==> src/rtl/jtag_host_driver.sv <==
// jtag_host_driver
//
// Host-side JTAG initiator for the SoC debug module TAP. On-FPGA logic issues
// TAP reset, IR/DR scans and Run-Test/Idle cycles through a valid/ready command
// port. The captured TDO bits come back on a valid/ready response port. Every
// command starts and ends with the TAP in Run-Test/Idle.
//
// Parameters:
//   MaxLen - maximum scan length in bits, and the width of the data buses
//   ClkDiv - TCK half-period in clk_i cycles (>= 1)
//   LenW   - width of the length field (derived, do not override)
//
// Ports:
//   clk_i, rst_ni             - clock, synchronous active-low reset
//   req_valid_i / req_ready_o - command handshake
//   req_op_i                  - 00 TAP_RESET, 01 SCAN_IR, 10 SCAN_DR, 11 RUN_IDLE
//   req_len_i                 - scan length or idle TCK count (clamped to MaxLen)
//   req_data_i                - TDI data, LSB shifted first
//   rsp_valid_o / rsp_ready_i - response handshake
//   rsp_data_o                - captured TDO, bit i = i-th bit shifted out
//   busy_o                    - high from command accept until response handshake
//   jtag_tck_o/tms_o/tdi_o    - TAP pins, jtag_tdo_i TAP output
//   jtag_trst_no              - TAP reset, active low
//
// Build option:
//   JTAG_DRV_TDO_LATE_EN - when defined, TDO is sampled on the last clk_i cycle
//   before TCK falls instead of on the cycle TCK rises.

module jtag_host_driver #(
  parameter int unsigned MaxLen = 64,
  parameter int unsigned ClkDiv = 2,
  parameter int unsigned LenW   = $clog2(MaxLen + 1)
) (
  input  logic              clk_i,
  input  logic              rst_ni,
  input  logic              req_valid_i,
  output logic              req_ready_o,
  input  logic [1:0]        req_op_i,
  input  logic [LenW-1:0]   req_len_i,
  input  logic [MaxLen-1:0] req_data_i,
  output logic              rsp_valid_o,
  input  logic              rsp_ready_i,
  output logic [MaxLen-1:0] rsp_data_o,
  output logic              busy_o,
  output logic              jtag_tck_o,
  output logic              jtag_tms_o,
  output logic              jtag_tdi_o,
  input  logic              jtag_tdo_i,
  output logic              jtag_trst_no
);

  localparam int unsigned DivW = $clog2(ClkDiv + 1);

  localparam logic [1:0] OpReset   = 2'b00;
  localparam logic [1:0] OpScanIr  = 2'b01;
  localparam logic [1:0] OpScanDr  = 2'b10;
  localparam logic [1:0] OpRunIdle = 2'b11;

  typedef enum logic [2:0] {
    StIdle,
    StPre,
    StShift,
    StPost,
    StResp
  } state_e;

  state_e            state_q, state_d;
  logic [1:0]        op_q, op_d;
  logic [LenW-1:0]   len_q, len_d;
  logic [MaxLen-1:0] data_q, data_d;
  logic [MaxLen-1:0] cap_q, cap_d;
  logic [LenW-1:0]   cnt_q, cnt_d;
  logic [2:0]        pre_q, pre_d;
  logic [DivW-1:0]   div_q, div_d;
  logic              tck_q, tck_d;
  logic              tms_q, tms_d;
  logic              tdi_q, tdi_d;
  logic              trst_q;
  logic              req_ready_q, req_ready_d;
  logic              rsp_valid_q, rsp_valid_d;
  logic              busy_q, busy_d;

  logic            running;
  logic            div_hit;
  logic            rise_ev;
  logic            fall_ev;
  logic            sample_ev;
  logic            scan_op;
  logic [LenW-1:0] len_clamped;
  logic [2:0]      pre_nxt;
  logic [2:0]      pre_last;

  // TMS value for step idx of the Idle -> Shift (or Idle -> TLR -> Idle) walk.
  function automatic logic pre_tms(input logic [1:0] op, input logic [2:0] idx);
    case (op)
      OpReset:  pre_tms = (idx < 3'd5);
      OpScanIr: pre_tms = (idx < 3'd2);
      default:  pre_tms = (idx == 3'd0);
    endcase
  endfunction

  assign running     = (state_q == StPre) || (state_q == StShift) || (state_q == StPost);
  assign div_hit     = (div_q == DivW'(ClkDiv - 1));
  assign rise_ev     = running && div_hit && !tck_q;
  assign fall_ev     = running && div_hit && tck_q;
  assign scan_op     = (op_q == OpScanIr) || (op_q == OpScanDr);
  assign len_clamped = (req_len_i > LenW'(MaxLen)) ? LenW'(MaxLen) : req_len_i;
  assign pre_nxt     = pre_q + 3'd1;

  always_comb begin
    case (op_q)
      OpReset:  pre_last = 3'd5;
      OpScanIr: pre_last = 3'd3;
      default:  pre_last = 3'd2;
    endcase
  end

`ifdef JTAG_DRV_TDO_LATE_EN
  // Last high-phase cycle; with ClkDiv == 1 that is the rising cycle itself.
  assign sample_ev = (ClkDiv == 1) ? rise_ev :
                     (running && tck_q && (int'(div_q) == int'(ClkDiv) - 2));
`else
  assign sample_ev = rise_ev;
`endif

  always_comb begin
    state_d     = state_q;
    op_d        = op_q;
    len_d       = len_q;
    data_d      = data_q;
    cap_d       = cap_q;
    cnt_d       = cnt_q;
    pre_d       = pre_q;
    div_d       = div_q;
    tck_d       = tck_q;
    tms_d       = tms_q;
    tdi_d       = tdi_q;
    req_ready_d = 1'b0;
    rsp_valid_d = rsp_valid_q;
    busy_d      = busy_q;

    // TCK divider: each half-period lasts ClkDiv cycles while a sequence runs.
    if (running) begin
      if (div_hit) begin
        div_d = '0;
        tck_d = ~tck_q;
      end else begin
        div_d = div_q + DivW'(1);
      end
    end

    if (sample_ev && (state_q == StShift) && scan_op) begin
      for (int unsigned i = 0; i < MaxLen; i++) begin
        if (cnt_q == LenW'(i)) begin
          cap_d[i] = jtag_tdo_i;
        end
      end
    end

    // TMS/TDI for the next TCK period are loaded on the falling-edge cycle.
    unique case (state_q)
      StIdle: begin
        req_ready_d = 1'b1;
        if (req_valid_i && req_ready_q) begin
          req_ready_d = 1'b0;
          busy_d      = 1'b1;
          op_d        = req_op_i;
          len_d       = len_clamped;
          data_d      = req_data_i;
          cap_d       = '0;
          cnt_d       = '0;
          pre_d       = '0;
          div_d       = '0;
          tck_d       = 1'b0;
          tdi_d       = 1'b0;
          if (req_op_i == OpReset) begin
            state_d = StPre;
            tms_d   = 1'b1;
          end else if (len_clamped == '0) begin
            // Empty scan or idle: answer immediately without touching TCK.
            state_d     = StResp;
            rsp_valid_d = 1'b1;
          end else if (req_op_i == OpRunIdle) begin
            state_d = StShift;
            tms_d   = 1'b0;
          end else begin
            state_d = StPre;
            tms_d   = 1'b1;
          end
        end
      end

      StPre: begin
        if (fall_ev) begin
          if (pre_q == pre_last) begin
            if (op_q == OpReset) begin
              state_d = StResp;
            end else begin
              state_d = StShift;
              cnt_d   = '0;
              tms_d   = (len_q == LenW'(1));
              tdi_d   = data_q[0];
            end
          end else begin
            pre_d = pre_nxt;
            tms_d = pre_tms(op_q, pre_nxt);
          end
        end
      end

      StShift: begin
        if (fall_ev) begin
          if (cnt_q == len_q - LenW'(1)) begin
            tdi_d = 1'b0;
            if (op_q == OpRunIdle) begin
              state_d = StResp;
            end else begin
              state_d = StPost;
              pre_d   = '0;
              tms_d   = 1'b1;
            end
          end else begin
            cnt_d  = cnt_q + LenW'(1);
            data_d = data_q >> 1;
            tdi_d  = scan_op && data_q[1];
            // Last scan bit leaves Shift through Exit1.
            tms_d  = scan_op && (cnt_q + LenW'(2) == len_q);
          end
        end
      end

      StPost: begin
        if (fall_ev) begin
          if (pre_q == 3'd0) begin
            pre_d = 3'd1;
            tms_d = 1'b0;
          end else begin
            state_d = StResp;
          end
        end
      end

      StResp: begin
        // Entered on the final falling edge; valid rises one cycle later.
        rsp_valid_d = 1'b1;
        if (rsp_valid_q && rsp_ready_i) begin
          rsp_valid_d = 1'b0;
          busy_d      = 1'b0;
          state_d     = StIdle;
        end
      end

      default: state_d = StIdle;
    endcase
  end

  always_ff @(posedge clk_i) begin
    if (!rst_ni) begin
      state_q     <= StIdle;
      op_q        <= OpReset;
      len_q       <= '0;
      data_q      <= '0;
      cap_q       <= '0;
      cnt_q       <= '0;
      pre_q       <= '0;
      div_q       <= '0;
      tck_q       <= 1'b0;
      tms_q       <= 1'b1;
      tdi_q       <= 1'b0;
      trst_q      <= 1'b0;
      req_ready_q <= 1'b0;
      rsp_valid_q <= 1'b0;
      busy_q      <= 1'b0;
    end else begin
      state_q     <= state_d;
      op_q        <= op_d;
      len_q       <= len_d;
      data_q      <= data_d;
      cap_q       <= cap_d;
      cnt_q       <= cnt_d;
      pre_q       <= pre_d;
      div_q       <= div_d;
      tck_q       <= tck_d;
      tms_q       <= tms_d;
      tdi_q       <= tdi_d;
      trst_q      <= 1'b1;
      req_ready_q <= req_ready_d;
      rsp_valid_q <= rsp_valid_d;
      busy_q      <= busy_d;
    end
  end

  assign req_ready_o  = req_ready_q;
  assign rsp_valid_o  = rsp_valid_q;
  assign rsp_data_o   = cap_q;
  assign busy_o       = busy_q;
  assign jtag_tck_o   = tck_q;
  assign jtag_tms_o   = tms_q;
  assign jtag_tdi_o   = tdi_q;
  assign jtag_trst_no = trst_q;

endmodule
==> config.mk <==
export PLATFORM = sky130hd
export DESIGN_NAME = jtag_host_driver
export DESIGN_NICKNAME = d
export VERILOG_FILES = /design/src/rtl/jtag_host_driver.sv
export SDC_FILE = /design/constraint.sdc
export NUM_CORES = 1
export LEC_CHECK = 0
export BUFFER_PORTS_ARGS = -buffer_cell sky130_fd_sc_hd__buf_2
export CELL_PAD_IN_SITES_DETAIL_PLACEMENT = 1
export CELL_PAD_IN_SITES_GLOBAL_PLACEMENT = 2
export CORE_MARGIN = 4
export CORE_UTILIZATION = 34
export CTS_CLUSTER_SIZE = 28
export DETAILED_ROUTE_END_ITERATION = 10
export PLACE_DENSITY_LB_ADDON = 0.08
export SLEW_MARGIN = 20
export SYNTH_ARGS = -nofsm -noshare
export SYNTH_HDL_FRONTEND = slang
export SYNTH_SLANG_ARGS = --single-unit
==> constraint.sdc <==
create_clock -name clk_i -period 3.12 [get_ports clk_i]
set_clock_uncertainty 0.2 [all_clocks]
set_input_delay 0.312 -clock clk_i [delete_from_list [all_inputs] [get_ports clk_i]]
set_output_delay 0.312 -clock clk_i [all_outputs]
set_load 0.05 [all_outputs]
======== Word level (Yosys, flattened, before mapping) ========
Index checks and enable logic that the tools add are counted.
storage, ports and cells
  input port bits ......................... 78
  register bits after elaboration ......... 159
  word-level logic and storage cells ...... 294
  output and inout bits ................... 71
cells by class
  order comparisons ....................... 3
  $add $sub $neg .......................... 5
  equality and inequality tests ........... 94
  multiplexer cells ....................... 142
  bitwise gates (word level) .............. 1
  reduce and logical (&&, ||, !) cells .... 34
operator list
  kind                                            count
  two-way mux 64 bit                              6
  == test 7 x 6 -> 1 bit (second input constant)  32
  one-hot mux 64 bit (2 select lines)             1
  == test 7 x 5 -> 1 bit (second input constant)  16
  two-way mux 1 bit                               94
  two-way mux 3 bit                               20
  == test 7 x 4 -> 1 bit (second input constant)  8
  two-way mux 7 bit                               7
  == test 7 x 3 -> 1 bit (second input constant)  4
  != test 2 bit (second input constant)           12
  one-hot mux 7 bit (3 select lines)              1
  AND reduction 9 bit                             2
  one-hot mux 3 bit (5 select lines)              1
  == test 7 x 1 -> 1 bit (second input constant)  2
  == test 7 x 2 -> 1 bit (second input constant)  2
  == test 7 bit                                   2
  logical NOT 7 bit                               2
  one-hot mux 3 bit (4 select lines)              1
  two-way mux 2 bit                               5
  logical AND 1 bit                               9
  logical NOT 3 bit                               3
  != test 3 bit (second input constant)           3
  AND reduction 4 bit                             2
  AND reduction 8 bit                             1
  30 further kinds                                43

======== Logic depth before layout (Yosys ltp) ========
Gate-level depths: netlist of run 1.
  word-level depth ........................ 10
  depth in mapped cells ................... 10
  depth with buffers taken out ............ 8

======== Least setup slack after synthesis of run 1 ========
No wires, ideal clock.
  path type ............................... flip-flop to flip-flop
  start ................................... reg len_q[0]
  end ..................................... reg pre_q[0]
  library setup time ...................... 0.123 ns
  data required time ...................... 2.797 ns
  clock period less this slack ............ 2.455 ns
  buffers on the path ..................... 0
  stages on the path, launching flop included .. 9
  arrival time ............................ 2.132 ns
  path slack .............................. 0.665 ns
  cells stage by stage .................... dfxtp_1 inv_1 ha_1 o21ba_1 a221oi_1 a41o_2 nand4b_1 a221oi_2 mux2_1
on the way
  word-level cells in the longest chain between the ends .. 4
RTL lines
  what                              line  RTL
  from (decl)                       69    logic [LenW-1:0] len_q, len_d;
  from (signal assigned)            277   len_q <= len_d;
  subtractor 7 x 1 -> 7 bit         213   if (cnt_q == len_q - LenW'(1)) begin
  == test 7 bit                     213
  != test 2 x 1 -> 1 bit (no line)  n/a
  AND reduction 9 bit (no line)     n/a
  to (signal assigned)              281   pre_q <= pre_d;
  to (decl)                         73    logic [2:0] pre_q, pre_d;
No other way between the ends.
A chain may end at the register's enable or synchronous reset.

======== Final worst setup path of run 1 ========
  start ................................... reg op_q[1]
  end ..................................... reg cap_q[18], in the netlist rsp_data_o[18]
on the way
  word-level cells in the longest chain between the ends .. 6
  elaborated cells on any way between the ends .. 7
  classes of those cells .................. eq/ne: 2; mux: 3; reduce/logical: 2
RTL lines
  what                                                            line  RTL
  from (decl)                                                     68    logic [1:0] op_q, op_d;
  from (signal assigned)                                          260   op_q <= OpReset;
  from (signal assigned)                                          276   op_q <= op_d;
  == test 2 x 1 -> 1 bit / == test 2 bit (equally long branches)  106   assign scan_op = (op_q == OpScanIr) || (op_q == OpScanDr);
  logical OR 1 bit (*)                                            106
  logical AND 1 bit (*)                                           152   if (sample_ev && (state_q == StShift) && scan_op) begin
  two-way mux 64 bit (*)                                          152
  two-way mux 64 bit                                              164   if (req_valid_i && req_ready_q) begin
  two-way mux 64 bit (*)                                          161   unique case (state_q)
  to (signal assigned)                                            279   cap_q <= cap_d;
  to (decl)                                                       71    logic [MaxLen-1:0] cap_q, cap_d;
Every way passes the cells marked *; elsewhere a longest branch is shown, timed or not.

==> flow_summary.toml, run 1 <==
[layout]
n_antenna_cell = 0
syn2layout_area_growth_pct = 21.3
multiInputGateArea_um2 = 4480
n_fill_cell = 2780
fin_area_um2 = 9840
fin_util_pct = 41.9
drive_gt1_share_pct = 28.2
nets = 1120
register_area_um2 = 3190

[synth]
async_flop_share_pct = 0
synth.area.top_cells = "dfxtp_1 39%, a211oi_2 9.3%, mux2i_1 8.1%"
synth_top_area_cell = "dfxtp_1"
synth_top_area_share_pct = 39.3
synthesis.area_um2 = 8110
syn_avg_cell_area_um2 = 9.05
yosys_warnings = 0
synth_cells = 896
synth_flop_cell = "dfxtp_1"
synth_edf_count = 0
ys_types = 71
syn-num-nets = 988
ys_seq_elements = 159
synth-seq-area-share_pct = 39.3

[setup_path]
endpoint_kind = "flop"
cp_max_fo = 16
crit_required_ns = 3.23
arrival_ns = 2.89
worst-setup-path-type = "reg -> reg"
cp-start-kind = "flop"

[sta]
report.final.slew_viol_count = 0
period_needed_ns = 2.78
setup_viol = 0
relSlewSlack_pct = 45.5
setup-tns-final_ns = 0
grt_setup_unrepaired = "no"
min_period_over_period_pct = 89.0
tightestPinTransition_ns = 0.818
hold_viol = 0
max_freq_mhz = 360

[floorplanning]
core_um2 = 23500
rows = 56
die_w_um = 162
dieArea_um2 = 26400
start_util_pct = 34.5
io_pins = 149
die_h_um = 162

[clocking]
root_buffer = "clkbuf_16"
clkLatencyLatePin_ns = 0.43
cts_buffers = 17
h-tree-depth = 4
cts_tree = "yes"
cts_buffer_depth = 2
clkTransAtPathRegs_ns = 0.07
clkSinkCount = 159

[global_routing]
grt_pass1_wl_um = 41100
grt_overflow = 0
grt_max_degree = 49
antenna_found_initial = 0
grt_pass1_vias = 7427
grtUsageTotal_pct = 19.2

[min_path]
hold_path.class = "in -> reg"

[place]
io_buffers = 148
postPlaceCellArea_um2 = 9160
dp_hpwl_um = 17300
finalWeightedCongestion = 0.766

[pwr]
finalPower_w = 0.00656
powerDensity_nw_per_um2 = 667
cellLeakagePower_nw = 3.63
peakVddDrop_v = 0.000367

[drt]
dr.pass1.iters = 5
vias_per_cell = 5.34
vias = 7254
drc = 0
drt_wl_total_um = 25200
ant_nets = 0
post_drt_wl_per_cell_um = 18.6
drt_iter0_markers = 436

[outcome]
outcome = "finished clean"

[run]
maxCapViolCount = 0
-- power breakdown --
part	total [W]	leakage, nW	internal (W)	switching [W]
logic	0.00203	2.07	0.000849	0.00118
registers	0.00247	1.29	0.00230	0.000172
clock network	0.00206	0.268	0.00113	0.000925
total	0.00656	3.63	0.00428	0.00228
-- cells in the final DEF (no fill, tap or decap), drive strengths merged, types with 5 or more instances in the layout --
cell type	n
dlygate4sd3	11
a31oi	5
o21ai	71
xor2	7
and2	16
buf	179
inv	20
ha	14
and3	7
nor2b	5
nand2	44
a21oi	85
nand4	6
clkbuf	18
nand3	82
nor3	70
nand3b	7
o211ai	7
xnor2	11
a211oi	66
dfxtp	159
mux2i	66
nor2	23
-- cell families (layout without fill, tap and decap cells) --
logic type | count (synthesis) | in the layout | synth area share, %
buffers and inverters | 92 | 236 | 5.65
xor gates and xnor gates | 18 | 18 | 2.13
AOI/OAI and AO/OA | 266 | 266 | 24.4
muxes | 67 | 67 | 8.29
and+or+nand+nor | 279 | 279 | 18.0
DFF | 159 | 159 | 39.3
adders and majority gates | 15 | 15 | 2.28
-- cells in the mapped netlist, types with 9 or more instances --
library cell and n:
buf_2 20, mux2i_1 66, nor3_1 67, nand3_1 81
o21ai_0 56, nand2_1 44, a211oi_2 60, xnor2_1 9
ha_1 14, and2_1 16, inv_1 14, dfxtp_1 159
clkbuf_1 39, o21ai_1 15, nor2_1 23, a21oi_1 85
-- cell type report --
cell class | count | area share (%)
Sequential cell | 159 | 32.4
Inverter | 15 | 0.585
Tap cell | 319 | 4.06
Clock inverter | 13 | 1.31
Timing Repair Buffer | 190 | 11.6
Multi-Input combinational cell | 645 | 45.5
Clock buffer | 18 | 4.46
-- metal layers --
metal / track usage (%) / part of all wire (%)
met2: 31.1 / 46
met4: 5.00 / 1.4
met3: 3.21 / 3.5
met1: 26.7 / 49
met5: 0 / 0
-- through the flow --
| stage | hold WS (ns) | cells | setup slack (ns) |
|---|---|---|---|
| 5_1_grt | 0.0352 | 1359 | 0.127 |
| 3_3_place_gp | 0.241 | 1317 | 0.395 |
| 2_1_floorplan | 0.140 | 896 | 0.665 |
| 6_report | 0.0280 | 1359 | 0.345 |
| 3_5_place_dp | 0.243 | 1317 | 0.354 |
| 4_1_cts | 0.0119 | 1359 | 0.339 |
-- final timing paths --
kind / startpoint / endpoint / slack (ns) / cells after the start
worst max-delay path: op_q[1]$_SDFFE_PN0P_ / rsp_data_o[18]$_SDFF_PN0_ / 0.34 / 7
worst min-delay path: rsp_ready_i / state_q[2]$_SDFFE_PN0P_ / 0.03 / 3
worst max register to register: op_q[1]$_SDFFE_PN0P_ / rsp_data_o[18]$_SDFF_PN0_ / 0.34 / 7
worst min register to register: div_q[1]$_SDFF_PN0_ / div_q[1]$_SDFF_PN0_ / 0.25 / 2
-- flip-flops by register name, indices dropped and copies added, names as in the netlist --
name / cells
req_ready_o: 1
state_q: 3
pre_q: 3
div_q: 2
op_q: 2
busy_o: 1
rsp_data_o: 64
data_q: 64
jtag_tms_o: 1
rsp_valid_o: 1
jtag_tdi_o: 1
cnt_q: 7
jtag_trst_no: 1
jtag_tck_o: 1
len_q: 7
-- critical path, stage by stage (launching register included) --
cell	delay [ns]
dfxtp_1	0.40
inv_1	0.10
ha_1	0.27
and4bb_2	0.33
nand4_1	0.23
or3b_1	0.73
o21ai_0	0.30
a21oi_1	0.09
-- repair_timing --
action,CTS,global route
setup buffers,0,0
resized for setup,0,0
endpoints found under the hold margin,11,0
hold buffers,11,0
Note: power is estimated with default switching activity, not from simulation.
==> run 2: changes to the inputs <==
--- a/config.mk
+++ b/config.mk
@@ -6,10 +6,12 @@
 export NUM_CORES = 1
 export LEC_CHECK = 0
 export BUFFER_PORTS_ARGS = -buffer_cell sky130_fd_sc_hd__buf_2
+export CAP_MARGIN = 30
 export CELL_PAD_IN_SITES_DETAIL_PLACEMENT = 1
 export CELL_PAD_IN_SITES_GLOBAL_PLACEMENT = 2
 export CORE_MARGIN = 4
-export CORE_UTILIZATION = 34
+export CORE_UTILIZATION = 35
+export CTS_BUF_LIST = sky130_fd_sc_hd__clkbuf_8
 export CTS_CLUSTER_SIZE = 28
 export DETAILED_ROUTE_END_ITERATION = 10
 export PLACE_DENSITY_LB_ADDON = 0.08
==> flow_summary.toml, run 2 (synthesized netlist as in run 1, its figures left out) <==
[min_path]
worstHoldPathCells = 3
holdPathEnd = "data_q[7]$_SDFFE_PN0P_"
hp-start = "req_data_i[7]"
hold_path.class = "in -> reg"

[floorplanning]
start_util_pct = 35.7
core_um2 = 22700
rows = 55
io_pins = 149
dieArea_um2 = 25700
die_w_um = 160
die_h_um = 160

[global_routing]
grt_pass1_vias = 7494
antenna_found_initial = 0
grt_overflow = 0
grt_pass1_wl_um = 41000
grt_max_degree = 68
grtUsageTotal_pct = 19.5

[drt]
drt_iter0_markers = 328
vias_per_cell = 5.42
drc = 0
post_drt_wl_per_cell_um = 18.8
vias = 7287
drt_wl_total_um = 25300
dr.pass1.iters = 4
ant_nets = 0

[setup_path]
arrival_ns = 2.87
rr_startpoint = "len_q[0]$_SDFFE_PN0P_"
crit_required_ns = 3.26
r2r_setup_slack_ns = 0.39
endpoint_kind = "flop"
path_buf_inv = 1
crit_path_top_delay_cell = "dfxtp_1"
cpPeakStageDelay_ns = 0.45
worstPathCellList = "inv_1, ha_1, o21ba_1, a221oi_1, a41o_2, nand4b_1, a221oi_2, mux2_1"
worst-setup-path-type = "reg -> reg"
reg2regPathDepth = 8
r2r_end = "pre_q[0]$_SDFFE_PN0P_"
critPathTopFamily = "compound AO/OA/AOI/OAI gates"
cp_max_fo = 6
cp-start-kind = "flop"

[sta]
grt_setup_unrepaired = "no"
hold_viol = 0
period_needed_ns = 2.73
report.final.slew_viol_count = 0
tightestPinTransition_ns = 0.763
max_freq_mhz = 366
setup_viol = 0
relSlewSlack_pct = 49.1
setup-tns-final_ns = 0
min_period_over_period_pct = 87.5

[layout]
final_common_cell = "dfxtp_1"
syn2layout_area_growth_pct = 21.0
fin_area_um2 = 9810
fin_util_pct = 43.2
nets = 1138
register_area_um2 = 3190
n_antenna_cell = 0
multiInputGateArea_um2 = 4480
layout_common_cells = "158 x dfxtp_1, 148 x buf_2, 85 x a21oi_1"
drive_gt1_share_pct = 28.0
n_fill_cell = 2679

[clocking]
clkSinkCount = 159
cts_buffers = 17
cts_buffer_depth = 2
h-tree-depth = 4
clkTransAtPathRegs_ns = 0.09
post_cts_buffers = 0
root_buffer = "clkbuf_8"
cts_resized = 0
clkLatencyLatePin_ns = 0.45
cts_tree = "yes"

[pwr]
intPower_w = 0.00392
switching_share_pct = 36.4
cellLeakagePower_nw = 3.63
clock_power_share_pct = 25.7
power_frac_seq_pct = 40.2
finalPower_w = 0.00617
powerDensity_nw_per_um2 = 629
pwr-share-comb_pct = 34.1
peakVddDrop_v = 0.000345
p_switching_w = 0.00224

[place]
io_buffers = 148
postPlaceCellArea_um2 = 9160
dp_hpwl_um = 17300
finalWeightedCongestion = 0.780

[outcome]
outcome = "finished clean"

[run]
maxCapViolCount = 0
## run 2: changes by cell type in the layout (fill, tap and decap cells not counted), sizes merged
cell,delta
dlygate4sd3,+14
buf,+4
inv,+1
clkbuf,-1
bufinv,+1
## run 2: final cells by class
class	instances	share of cell area [%]
timing repair buffer	208	13.5
clock buffer	17	2.39
sequential	159	32.5
clock inverter	15	1.67
inverter	15	0.587
multi-input combinational	645	45.7
tap	285	3.64
## run 2: through the flow
stage          cells  hold slack [ns]  setup slack (ns)
4_1_cts         1341         0.000529             0.362
5_1_grt         1344          0.00408             0.204
6_report        1344           0.0318             0.390
2_1_floorplan    896            0.140             0.665
3_5_place_dp    1287            0.236             0.383
3_3_place_gp    1287            0.229             0.498
## run 2: timing repair
action | in CTS | in global routing
endpoints found under the hold margin | 20 | 3
endpoints found under the setup margin | 0 | 0
hold buffers | 22 | 3
## run 2: worst reg2reg max path, cell delays in order (launching register included)
cell and delay (ns):
dfxtp_1 0.45, inv_1 0.07, ha_1 0.27, o21ba_1 0.19, a221oi_1 0.29, a41o_2 0.22
nand4b_1 0.13, a221oi_2 0.45, mux2_1 0.36
## run 2: worst max path at each step
stage	start	cells after the start	to
floorplan	len_q[0]$_SDFFE_PN0P_	8	pre_q[0]$_SDFFE_PN0P_
global placement	len_q[0]$_SDFFE_PN0P_	8	pre_q[0]$_SDFFE_PN0P_
detailed placement	len_q[0]$_SDFFE_PN0P_	8	pre_q[0]$_SDFFE_PN0P_
CTS	len_q[0]$_SDFFE_PN0P_	8	pre_q[0]$_SDFFE_PN0P_
global route	op_q[1]$_SDFFE_PN0P_	7	rsp_data_o[17]$_SDFF_PN0_
finish	len_q[0]$_SDFFE_PN0P_	8	pre_q[0]$_SDFFE_PN0P_
## run 2: layer usage
layer	part of all wire [%]	vias to the layer above	track usage (%)	wire (um)
li1	-	3598	-	-
met1	49	3550	26.6	12400
met2	47	119	32.4	11900
met3	2.9	20	3.41	721
met4	0.89	0	3.83	224
met5	0	-	0	0
## run 2: power by group through the flow
| stage | combinational (W) | clock [W] | sequential [W] |
|---|---|---|---|
| final | 0.00210 | 0.00159 | 0.00248 |
| after global routing | 0.00232 | 0.00173 | 0.00252 |
| after CTS | 0.00212 | 0.00164 | 0.00248 |
| after detailed placement | 0.00209 | 0 | 0.00253 |
| after global placement | 0.00208 | 0 | 0.00252 |
| after floorplan | 0.00158 | 0 | 0.00254 |
